<file path="config.mk">
export PLATFORM = sky130hd
export DESIGN_NAME = tx_packet_fifo_flat
export DESIGN_NICKNAME = d
export VERILOG_FILES = /design/src/rtl/tx_packet_fifo_pkg.sv /design/src/rtl/tx_packet_fifo_if.sv /design/src/rtl/tx_packet_fifo_ram_2p.sv /design/src/rtl/tx_packet_fifo.sv /design/src/flat_wrapper.sv
export SDC_FILE = /design/constraint.sdc
export NUM_CORES = 1
export LEC_CHECK = 0
export BUFFER_PORTS_ARGS = -buffer_cell sky130_fd_sc_hd__buf_2
export CAP_MARGIN = 0
export CORE_ASPECT_RATIO = 0.8
export CORE_MARGIN = 3
export CORE_UTILIZATION = 39
export DETAILED_ROUTE_END_ITERATION = 10
export PLACE_DENSITY = 0.59
export SLEW_MARGIN = 20
export SYNTH_ARGS = -nofsm -noshare
export SYNTH_HDL_FRONTEND = slang
export SYNTH_SLANG_ARGS = --single-unit
</file>
<file path="constraint.sdc">
create_clock -name clk -period 6.38 [get_ports clk]
set_input_delay 0.319 -clock clk [delete_from_list [all_inputs] [get_ports clk]]
set_output_delay 0.319 -clock clk [all_outputs]
set_load 0.03 [all_outputs]
</file>
<file path="src/rtl/tx_packet_fifo_pkg.sv">
// Shared character definitions for the transmit packet FIFO.
// A boundary (control) character is any character with its top bit set.
package tx_fifo_pkg;

  localparam int unsigned DEFAULT_DATA_W = 9;

  localparam logic [DEFAULT_DATA_W-1:0] EOP = 9'h100;
  localparam logic [DEFAULT_DATA_W-1:0] EEP = 9'h101;

  function automatic logic isBoundary(input logic [DEFAULT_DATA_W-1:0] c);
    return c[DEFAULT_DATA_W-1];
  endfunction

endpackage

</file>
<file path="src/rtl/tx_packet_fifo_if.sv">
// Write/read/status bundle between the reply builder, the FIFO and the link transmitter.
interface tx_packet_fifo_if
  import tx_fifo_pkg::*;
#(
  parameter int unsigned DATA_W = DEFAULT_DATA_W,
  parameter int unsigned DEPTH  = 64
);
  localparam int unsigned CNT_W = $clog2(DEPTH) + 1;

  logic              flush;
  logic              writeEnable;
  logic [DATA_W-1:0] dataIn;
  logic              full;
  logic              almostFull;
  logic              overflow;
  logic              readEnable;
  logic [DATA_W-1:0] dataOut;
  logic              dataValid;
  logic              empty;
  logic [CNT_W-1:0]  level;
  logic [CNT_W-1:0]  packetCount;
  logic              packetAvail;

  modport master (
    output flush, writeEnable, dataIn, readEnable,
    input  full, almostFull, overflow, dataOut, dataValid, empty, level, packetCount, packetAvail
  );

  modport slave (
    input  flush, writeEnable, dataIn, readEnable,
    output full, almostFull, overflow, dataOut, dataValid, empty, level, packetCount, packetAvail
  );

endinterface

</file>
<file path="src/rtl/tx_packet_fifo_ram_2p.sv">
// Simple dual-port storage: synchronous write, registered synchronous read, no reset.
module fifo_ram_2p #(
  parameter int unsigned DATA_W = 9,
  parameter int unsigned DEPTH  = 64
) (
  input  logic                     clk,
  input  logic                     we,
  input  logic [$clog2(DEPTH)-1:0] waddr,
  input  logic [DATA_W-1:0]        wdata,
  input  logic                     re,
  input  logic [$clog2(DEPTH)-1:0] raddr,
  output logic [DATA_W-1:0]        rdata
);

  logic [DATA_W-1:0] mem [DEPTH];

  always_ff @(posedge clk) begin
    if (we) mem[waddr] <= wdata;
    if (re) rdata <= mem[raddr];
  end

endmodule

</file>
<file path="src/rtl/tx_packet_fifo.sv">
// Transmit character FIFO with fill level, almost-full, sticky overflow, flush
// and a count of packet-boundary characters currently held.
module tx_packet_fifo
  import tx_fifo_pkg::*;
#(
  parameter int unsigned DATA_W       = DEFAULT_DATA_W,
  parameter int unsigned DEPTH        = 64,
  parameter int unsigned AFULL_THRESH = DEPTH - 4
) (
  input  logic           clk,
  input  logic           rst,
  tx_packet_fifo_if.slave bus
);

  localparam int unsigned ADDR_W = $clog2(DEPTH);
  localparam int unsigned CNT_W  = ADDR_W + 1;

  logic [ADDR_W-1:0] wr_ptr, rd_ptr;
  logic [CNT_W-1:0]  level_q, level_n;
  logic [CNT_W-1:0]  pkt_q, pkt_n;
  logic              full_q, empty_q, afull_q, ovf_q, valid_q, avail_q;
  logic              seen_q;
  logic [DEPTH-1:0]  ctrl_bits;
  logic [DATA_W-1:0] ram_q;
  logic              wr_acc, rd_acc, wr_bnd, rd_bnd;

  // Acceptance and next-state level/boundary count; flush overrides everything.
  always_comb begin
    wr_acc  = bus.writeEnable && !full_q && !bus.flush;
    rd_acc  = bus.readEnable && !empty_q && !bus.flush;
    wr_bnd  = wr_acc && isBoundary(bus.dataIn);
    rd_bnd  = rd_acc && ctrl_bits[rd_ptr];
    level_n = level_q;
    pkt_n   = pkt_q;
    if (bus.flush) begin
      level_n = '0;
      pkt_n   = '0;
    end else begin
      if (wr_acc && !rd_acc)      level_n = level_q + CNT_W'(1);
      else if (rd_acc && !wr_acc) level_n = level_q - CNT_W'(1);
      if (wr_bnd && !rd_bnd)      pkt_n = pkt_q + CNT_W'(1);
      else if (rd_bnd && !wr_bnd) pkt_n = pkt_q - CNT_W'(1);
    end
  end

  // Control-flag shadow so the boundary count can drop on the read edge itself.
  always_ff @(posedge clk) begin
    if (wr_acc) ctrl_bits[wr_ptr] <= bus.dataIn[DATA_W-1];
  end

  always_ff @(posedge clk or posedge rst) begin
    if (rst) begin
      wr_ptr  <= '0;
      rd_ptr  <= '0;
      level_q <= '0;
      pkt_q   <= '0;
      full_q  <= 1'b0;
      empty_q <= 1'b1;
      afull_q <= 1'b0;
      avail_q <= 1'b0;
      ovf_q   <= 1'b0;
      valid_q <= 1'b0;
      seen_q  <= 1'b0;
    end else begin
      wr_ptr  <= bus.flush ? '0 : (wr_acc ? wr_ptr + ADDR_W'(1) : wr_ptr);
      rd_ptr  <= bus.flush ? '0 : (rd_acc ? rd_ptr + ADDR_W'(1) : rd_ptr);
      level_q <= level_n;
      pkt_q   <= pkt_n;
      full_q  <= (level_n == CNT_W'(DEPTH));
      empty_q <= (level_n == '0);
      afull_q <= (level_n >= CNT_W'(AFULL_THRESH));
      avail_q <= (pkt_n != '0);
      ovf_q   <= !bus.flush && (ovf_q || (bus.writeEnable && full_q));
      valid_q <= rd_acc;
      seen_q  <= seen_q || rd_acc;
    end
  end

  fifo_ram_2p #(
    .DATA_W (DATA_W),
    .DEPTH  (DEPTH)
  ) u_ram (
    .clk   (clk),
    .we    (wr_acc),
    .waddr (wr_ptr),
    .wdata (bus.dataIn),
    .re    (rd_acc),
    .raddr (rd_ptr),
    .rdata (ram_q)
  );

  // The RAM output register has no reset; mask it until the first read after reset.
  assign bus.dataOut     = seen_q ? ram_q : '0;
  assign bus.dataValid   = valid_q;
  assign bus.full        = full_q;
  assign bus.empty       = empty_q;
  assign bus.almostFull  = afull_q;
  assign bus.overflow    = ovf_q;
  assign bus.level       = level_q;
  assign bus.packetCount = pkt_q;
  assign bus.packetAvail = avail_q;

endmodule

</file>
<file path="src/flat_wrapper.sv">
// flat-port wrapper written by rule: the top's interface ports become plain ports
module tx_packet_fifo_flat import tx_fifo_pkg::*;
#(
  parameter int unsigned DATA_W       = DEFAULT_DATA_W,
  parameter int unsigned DEPTH        = 64,
  parameter int unsigned AFULL_THRESH = DEPTH - 4
)
  (clk, rst, bus_flush, bus_writeEnable, bus_dataIn, bus_readEnable, bus_full, bus_almostFull, bus_overflow, bus_dataOut, bus_dataValid, bus_empty, bus_level, bus_packetCount, bus_packetAvail);
  tx_packet_fifo_if #(.DATA_W(DATA_W), .DEPTH(DEPTH)) bus_i ();
  input  logic clk;
  input  logic rst;
  input wire logic [$bits(bus_i.flush)-1:0] bus_flush;
  input wire logic [$bits(bus_i.writeEnable)-1:0] bus_writeEnable;
  input wire logic [$bits(bus_i.dataIn)-1:0] bus_dataIn;
  input wire logic [$bits(bus_i.readEnable)-1:0] bus_readEnable;
  output wire logic [$bits(bus_i.full)-1:0] bus_full;
  output wire logic [$bits(bus_i.almostFull)-1:0] bus_almostFull;
  output wire logic [$bits(bus_i.overflow)-1:0] bus_overflow;
  output wire logic [$bits(bus_i.dataOut)-1:0] bus_dataOut;
  output wire logic [$bits(bus_i.dataValid)-1:0] bus_dataValid;
  output wire logic [$bits(bus_i.empty)-1:0] bus_empty;
  output wire logic [$bits(bus_i.level)-1:0] bus_level;
  output wire logic [$bits(bus_i.packetCount)-1:0] bus_packetCount;
  output wire logic [$bits(bus_i.packetAvail)-1:0] bus_packetAvail;
  assign bus_i.flush = bus_flush;
  assign bus_i.writeEnable = bus_writeEnable;
  assign bus_i.dataIn = bus_dataIn;
  assign bus_i.readEnable = bus_readEnable;
  assign bus_full = bus_i.full;
  assign bus_almostFull = bus_i.almostFull;
  assign bus_overflow = bus_i.overflow;
  assign bus_dataOut = bus_i.dataOut;
  assign bus_dataValid = bus_i.dataValid;
  assign bus_empty = bus_i.empty;
  assign bus_level = bus_i.level;
  assign bus_packetCount = bus_i.packetCount;
  assign bus_packetAvail = bus_i.packetAvail;
  tx_packet_fifo #(.DATA_W(DATA_W), .DEPTH(DEPTH), .AFULL_THRESH(AFULL_THRESH)) u_core (.clk(clk), .rst(rst), .bus(bus_i));
endmodule
</file>
==> summary.txt, run 1 <==
Power and ir drop
  • Lkg Pwr: roughly 8.4 nW
  • Sw Share: 23.7%
  • Pwr/cell area: ~330 nW/um^2
  • Power Internal: 6.95 mW
  • Comb pwr share: 12.8%
  • VDD IR max: 0.249 mV
  • Switch Pwr: approximately 2.2 mW
  • Clock Power Share: 36.7%
  • Seq pwr share: 50.5%

Placement
  • DP HPWL: 32600 um
  • I/O Buffers: 42
  • Routability congestion estimate: 0.794

Floorplan
  • Die ar.: between 60000 and 70000 sq um
  • Die H: 229 um
  • Core area: 61400 sq um
  • Std cell rows: 81
  • Top-Level Pins: 43
  • Die Wd: roughly 290 um
  • Initial Util: 39.6%

Synth
  • Complex-gate fraction of the synthesized area: about 1.1%
  • Synth warn: 0
  • Synth async-reset ratio: around 5.3%
  • Syn_nets: 1154
  • Sequential area share after synthesis: between 70% and 80%
  • Xor/xnor share of the synthesized area: 0.757%
  • Mean Syn Cell Area: approximately 21 sq um
  • Synth area leaders: edfxtp_1, mux4_2, dfrtp_1
  • EDFF count, synth: 585
  • Largest family of logic cells by synthesized area: multiplexers
  • Mapped cell area: roughly 24000 sq um
  • Synth Area in Simple Gates: 3.64%
  • Post-synth top area share: just over 70%
  • Post-synth cell types: 49
  • Post-Syn Instances: 1134
  • FF+latch count, synth: 618
  • Mux contribution to synthesized area: approximately 17%
  • Predominant post-synthesis flop cell: edfxtp_1
  • Count leader, synth: edfxtp_1
  • Adder-cell share of the synthesized area: less than 1%
  • Synth area leader: edfxtp_1
  • Post-synth top cells: edfxtp_1, mux4_2, nor2_1

Timing
  • Worst slew pin tran: roughly 1.1 ns
  • Final hold vios: 0
  • Setup TNS: 0 ns
  • Final Critical Period: 4.09 ns
  • Final Skew: around 0.017 ns
  • Final setup viols: 0
  • Unrepaired setup endpoints after global routing: false
  • Count of pins over their slew limit: 0
  • FMAX: 244 MHz
  • Period utilization: 64.1%
  • Slew headroom: 23.2%
  • WHS: ~0.025 ns

GRT
  • Gr busiest metal: met1
  • Vias in the first global route: 11648
  • GR Util met3: under 10%
  • Initial antenna violation count: 2
  • Largest net degree at the start of global routing: 67
  • Tot GR Track Use: 16.4%
  • First-pass GRT wire length: 79400 um
  • Global route total overflow: 0
  • Met2 GRT Util: 24.6%
  • Met1 Usage GRT: between 20% and 30%

Hold path
  • Endpoint, Worst Hold: u_core.u_ram.mem[38][3]$_DFFE_PP_
  • Min-delay worst type: input port to flip-flop
  • Hold Path Depth: 1
  • Worst hold start: bus_dataIn[3]

Route
  • Average wire per standard cell: 25.6 um
  • Drt via density: 5.45
  • Iter 0 DRT Violations: 931
  • Vias: 11277
  • DRT antenna net count: 0
  • DR DRC count: 0
  • Routed wire length: between 50000 and 60000 um
  • Drt first pass iters: 5

Flow run
  • Max-cap violations: 0

Critical path
  • Worst flop-to-flop path startpoint: u_core.rd_ptr[0]$_DFFE_PP0P_
  • FF-to-FF End: u_core.bus.packetAvail$_DFF_PP0_
  • WP data required: 6.84 ns
  • Critical path data arrival time: 4.55 ns
  • CP startpoint: u_core.rd_ptr[0]$_DFFE_PP0P_
  • WS Path Type: flip-flop to flip-flop
  • Crit path max fanout: between 40 and 50
  • CP startpoint kind: flip-flop
  • FF-to-FF path depth: 10
  • Crit end category: flip-flop
  • R2R Setup Slk: 2.29 ns

Run status
  • Status: completed

Cells and area
  • Nets: 1213
  • Area growth, synth to finish: 12.3%
  • Share of layout cells above drive strength 1: 26.8%
  • Diodes inserted: 0

Clock network
  • Skew-Pair Late Insertion Delay: 0.59 ns
  • H-tree Lvls: 2
  • CTS tree: done
  • CTS Buffer Depth: 3
  • CTS sink count: just over 600
  • Total clock buffers created by CTS: 57
  • Clock root buffer: clkbuf_16
  • Clock-pin slew on the worst setup and hold paths: 0.06 ns
  • Post-cts resize count: 0
[cell families (layout without fill, tap and decap cells)]
group                      after synthesis  after routing
muxes                                  196            196
buffers and inverters                   65            172
and+or+nand+nor                        191            191
xor gates and xnor gates                21             21
DFF                                    618            618
adders and majority gates                6              6
AOI/OAI and AO/OA                       37             37
[cell usage in the layout (no fill, tap or decap), drive strengths merged, types with 2 or more instances in the layout]
cell type and count:
nor3 4, or3b 2, nand2b 4, inv 9, nor2b 7, nor4 3, a31oi 4, nand3 11
and3 2, nand4 6, a211oi 2, nor2 105, xor2 10, o21ai 4, nand2 21, a21oi 10
a221oi 4, o221ai 3, o21bai 3, clkbuf 75, and2 14, edfxtp 585, dlygate4sd3 2, dfrtp 32
nand3b 4, clkinv 24, xnor2 11, buf 56, or3 3, mux4 179, ha 6, or2 2
bufinv 5, a22oi 2, mux2i 17
[area by class of cell]
cell class / instances / area (sq um)
Sequential cell: 618 / 18400
Fill cell: 5244 / 34100
Multi-Input combinational cell: 451 / 5670
Inverter: 7 / 26.3
Clock buffer: 75 / 1540
Timing Repair Buffer: 58 / 350
Clock inverter: 32 / 283
Tap cell: 830 / 1040
[critical path: stages, from the launching register on]
cell	delay (ns)
dfrtp_4	1.02
buf_4	0.60
mux2i_1	0.33
o221ai_1	0.15
a21oi_1	0.17
a22oi_1	0.14
a31oi_4	0.42
mux2i_1	0.28
xnor2_1	0.10
o21ba_2	0.22
or4_1	0.47
[state kept, by name (all words and copies together) (netlist names)]
name                    flops
u_core.u_ram.mem          513
u_core.ctrl_bits           63
u_core.u_ram.rdata          9
u_core.bus.level            7
u_core.bus.packetCount      7
u_core.rd_ptr               6
u_core.wr_ptr               6
u_core.bus.almostFull       1
u_core.bus.dataValid        1
u_core.bus.empty            1
u_core.bus.full             1
u_core.bus.overflow         1
u_core.bus.packetAvail      1
u_core.seen_q               1
[metrics by stage]
stage | instance area, sq um | setup WS [ns] | cells | utilization (%) | total power, mW
after floorplan | 24300 | 3.02 | 1134 | - | 5.50
after global placement | 25400 | 2.20 | 1962 | 41.4 | 5.87
after detailed placement | 25400 | 2.21 | 1962 | 41.4 | 5.88
after CTS | 27300 | 2.22 | 2071 | 44.4 | 9.21
after global routing | 27300 | 1.95 | 2071 | 44.5 | 9.46
final | 27300 | 2.29 | 2071 | 44.5 | 9.11
[power by group through the flow]
stage          Combinational, mW  Sequential [mW]  Clock, mW
3_5_place_dp                1.19             4.69          0
4_1_cts                     1.19             4.61       3.41
3_3_place_gp                1.18             4.69          0
5_1_grt                     1.25             4.61       3.59
2_1_floorplan              0.847             4.65          0
6_report                    1.17             4.60       3.34
[per-layer routing]
| metal | up-vias | part of all wire [%] | routed length [um] |
|---|---|---|---|
| met3 | 74 | 6.6 | 3510 |
| met5 | - | 0.025 | 13 |
| met2 | 362 | 46 | 24200 |
| li1 | 4819 | - | - |
| met4 | 2 | 1.9 | 998 |
| met1 | 6020 | 46 | 24300 |
[worst max path at each step]
stage,end,slack (ns),cells after the start
5_1_grt,u_core.bus.packetAvail$_DFF_PP0_,1.95,10
4_1_cts,u_core.bus.packetAvail$_DFF_PP0_,2.22,10
6_report,u_core.bus.packetAvail$_DFF_PP0_,2.29,10
3_3_place_gp,u_core.bus.packetAvail$_DFF_PP0_,2.20,10
3_5_place_dp,u_core.bus.packetAvail$_DFF_PP0_,2.21,10
2_1_floorplan,u_core.u_ram.rdata[0]$_DFFE_PP_,3.02,8
[what timing repair did]
action / CTS / global route
hold buffers: 2 / 0
endpoints found under the hold margin: 33 / 0
buffers inserted: 0 / 0
Note: power is estimated with default switching activity, not from simulation.
==> run 2: changes to the inputs <==
--- a/config.mk
+++ b/config.mk
@@ -11,7 +11,7 @@
 export CORE_MARGIN = 3
 export CORE_UTILIZATION = 39
 export DETAILED_ROUTE_END_ITERATION = 10
-export PLACE_DENSITY = 0.59
+export PLACE_DENSITY = 0.61
 export SLEW_MARGIN = 20
 export SYNTH_ARGS = -nofsm -noshare
 export SYNTH_HDL_FRONTEND = slang
==> constraint.sdc (replaced) <==
create_clock -name clk -period 3.65 [get_ports clk]
set_input_delay 0.1825 -clock clk [delete_from_list [all_inputs] [get_ports clk]]
set_output_delay 0.1825 -clock clk [all_outputs]
set_load 0.03 [all_outputs]
==> summary.txt, run 2 (same netlist as run 1, synthesis figures left out) <==
Timing
  • Setup TNS: 0 ns
  • Count of pins over their slew limit: 0
  • FMAX: between 200 and 300 MHz
  • Worst slew pin tran: approximately 1.1 ns
  • Final Skew: approximately 0.012 ns
  • Final Critical Period: between 3 and 4 ns
  • Slew headroom: between 20% and 30%
  • Unrepaired setup endpoints after global routing: false
  • Final setup viols: 0
  • Final hold vios: 0
  • Period utilization: 93.2%

Clock network
  • Total clock buffers created by CTS: 55
  • CTS sink count: 618
  • CTS tree: done
  • Post-cts resize count: 0
  • H-tree Lvls: 2
  • Clock-pin slew on the worst setup and hold paths: 0.07 ns
  • Hold Buf Count CTS: 3
  • CTS Buffer Depth: 3
  • Clock root buffer: clkbuf_16
  • Skew-Pair Late Insertion Delay: roughly 0.59 ns
  • Post-CTS Setup Bufs: 0

Critical path
  • WP data required: 4.11 ns
  • CP startpoint kind: flip-flop
  • CP Buf/Inv Count: 1
  • WS Path Type: flip-flop to flip-flop
  • Crit end category: flip-flop
  • Critical path data arrival time: 3.86 ns
  • Top Family by Delay on Critical Path: compound AO/OA/AOI/OAI gates
  • Crit path max fanout: 30
  • Crit-path slowest cell: mux4_1
  • Cell Chain, Critical Path: buf_12, mux4_1, and2_1, o21bai_1, a22oi_1, a31oi_4, mux2i_1, xnor2_1, o21ba_2, or4_1
  • Crit-path max cell delay: 0.57 ns

Floorplan
  • Die Wd: 285 um
  • Std cell rows: 81
  • Top-Level Pins: 43
  • Die ar.: between 60000 and 70000 sq um
  • Initial Util: 39.6%
  • Die H: 229 um
  • Core area: 61400 sq um

Cells and area
  • Area growth, synth to finish: 14.5%
  • Max reg flops: between 500 and 600
  • Commonest cells after routing, fill and taps aside: edfxtp_1, mux4_2, nor2_1
  • Share of layout cells above drive strength 1: 30.3%
  • Largest registers: u_core.u_ram.mem x513, u_core.ctrl_bits x63, u_core.u_ram.rdata x9
  • Nets: 1289
  • FILL cells: 5185
  • Final core occ: 45.3%
  • Most common cell after layout, fill and taps aside: edfxtp_1
  • Top reg by flops: u_core.u_ram.mem

Flow run
  • Max-cap violations: 0

Power and ir drop
  • Pwr/cell area: 571 nW/um^2
  • VDD IR max: 0.446 mV
  • Lkg Pwr: 8.76 nW
  • Power Total: ~16 mW

Route
  • DRT antenna net count: 0
  • Average wire per standard cell: approximately 25 um
  • Iter 0 DRT Violations: 1401
  • Drt via density: 5.45
  • Routed wire length: 53500 um
  • DR DRC count: 0
  • Vias: 11683
  • Drt first pass iters: 5

GRT
  • Gr busiest metal: met1
  • GR Util met3: 2.98%
  • Met2 GRT Util: between 20% and 30%
  • Largest net degree at the start of global routing: 65
  • First-pass GRT wire length: roughly 81000 um
  • Initial antenna violation count: 3
  • Tot GR Track Use: 16.5%
  • Vias in the first global route: 11611
  • Global route total overflow: 0
  • Met1 Usage GRT: 26.6%

Run status
  • Status: completed

Placement
  • DP HPWL: 34200 um
  • Routability congestion estimate: 0.829
  • I/O Buffers: 42

Hold path
  • Min-delay worst type: input port to flip-flop
## run 2: changes by cell type in the layout (fill, tap and decap cells not counted), moves of 2 or more
cell	change
buf_2	+2
buf_4	+74
bufinv_16	+2
clkbuf_1	-3
clkbuf_16	-4
inv_6	+3
nor2_1	+11
nor2_2	-11
## run 2: worst paths after layout
| check | startpoint | end | slack [ns] | cells past startpoint |
|---|---|---|---|---|
| max | u_core.rd_ptr[0]$_DFFE_PP0P_ | u_core.bus.packetAvail$_DFF_PP0_ | 0.25 | 10 |
| min | bus_dataIn[1] | u_core.u_ram.mem[6][1]$_DFFE_PP_ | 0.009 | 1 |
| max reg2reg | u_core.rd_ptr[0]$_DFFE_PP0P_ | u_core.bus.packetAvail$_DFF_PP0_ | 0.25 | 10 |
| min reg2reg | u_core.bus.overflow$_DFF_PP0_ | u_core.bus.overflow$_DFF_PP0_ | 0.50 | 2 |
| max in group asynchronous | rst | u_core.rd_ptr[1]$_DFFE_PP0P_ | 3.06 | 4 |
| min in group asynchronous | rst | u_core.bus.packetCount[6]$_DFF_PP0_ | 0.24 | 4 |
## run 2: power breakdown
group          switching, mW  internal [mW]  total [mW]
clock                   2.50           3.27        5.78
combinational           1.17           1.01        2.18
sequential             0.100           7.85        7.95
## run 2: layout make-up
type	count	area [sq um]	area share, %
Sequential cell	618	18400	66.1
Multi-Input combinational cell	451	5640	20.3
Clock buffer	68	1430	5.12
Tap cell	830	1040	3.73
Timing Repair Buffer	136	946	3.40
Clock inverter	34	349	1.25
Inverter	7	26.3	0.0944
Antenna cell	1	2.50	0.00899
## run 2: per-layer routing
metal,vias to the layer above,share of wire [%]
met3,72,7.3
met4,0,1.7
li1,4968,-
met5,-,0
met1,6208,47
met2,435,44
## run 2: worst reg2reg max path: stages, from the launching register on
cell	delay (ns)
dfrtp_4	0.52
buf_12	0.28
mux4_1	0.58
and2_1	0.17
o21bai_1	0.12
a22oi_1	0.15
a31oi_4	0.42
mux2i_1	0.28
xnor2_1	0.10
o21ba_2	0.21
or4_1	0.46
## run 2: through the flow
step / cells / hold slack [ns] / setup WS, ns / area, sq um
4_1_cts: 2144 / 0.00518 / 0.207 / 27800
3_3_place_gp: 2039 / 0.293 / 0.208 / 26000
6_report: 2145 / 0.00936 / 0.248 / 27800
3_5_place_dp: 2039 / 0.300 / 0.228 / 26000
2_1_floorplan: 1134 / 0.281 / 0.291 / 24300
5_1_grt: 2144 / 0.0238 / 0.0404 / 27800
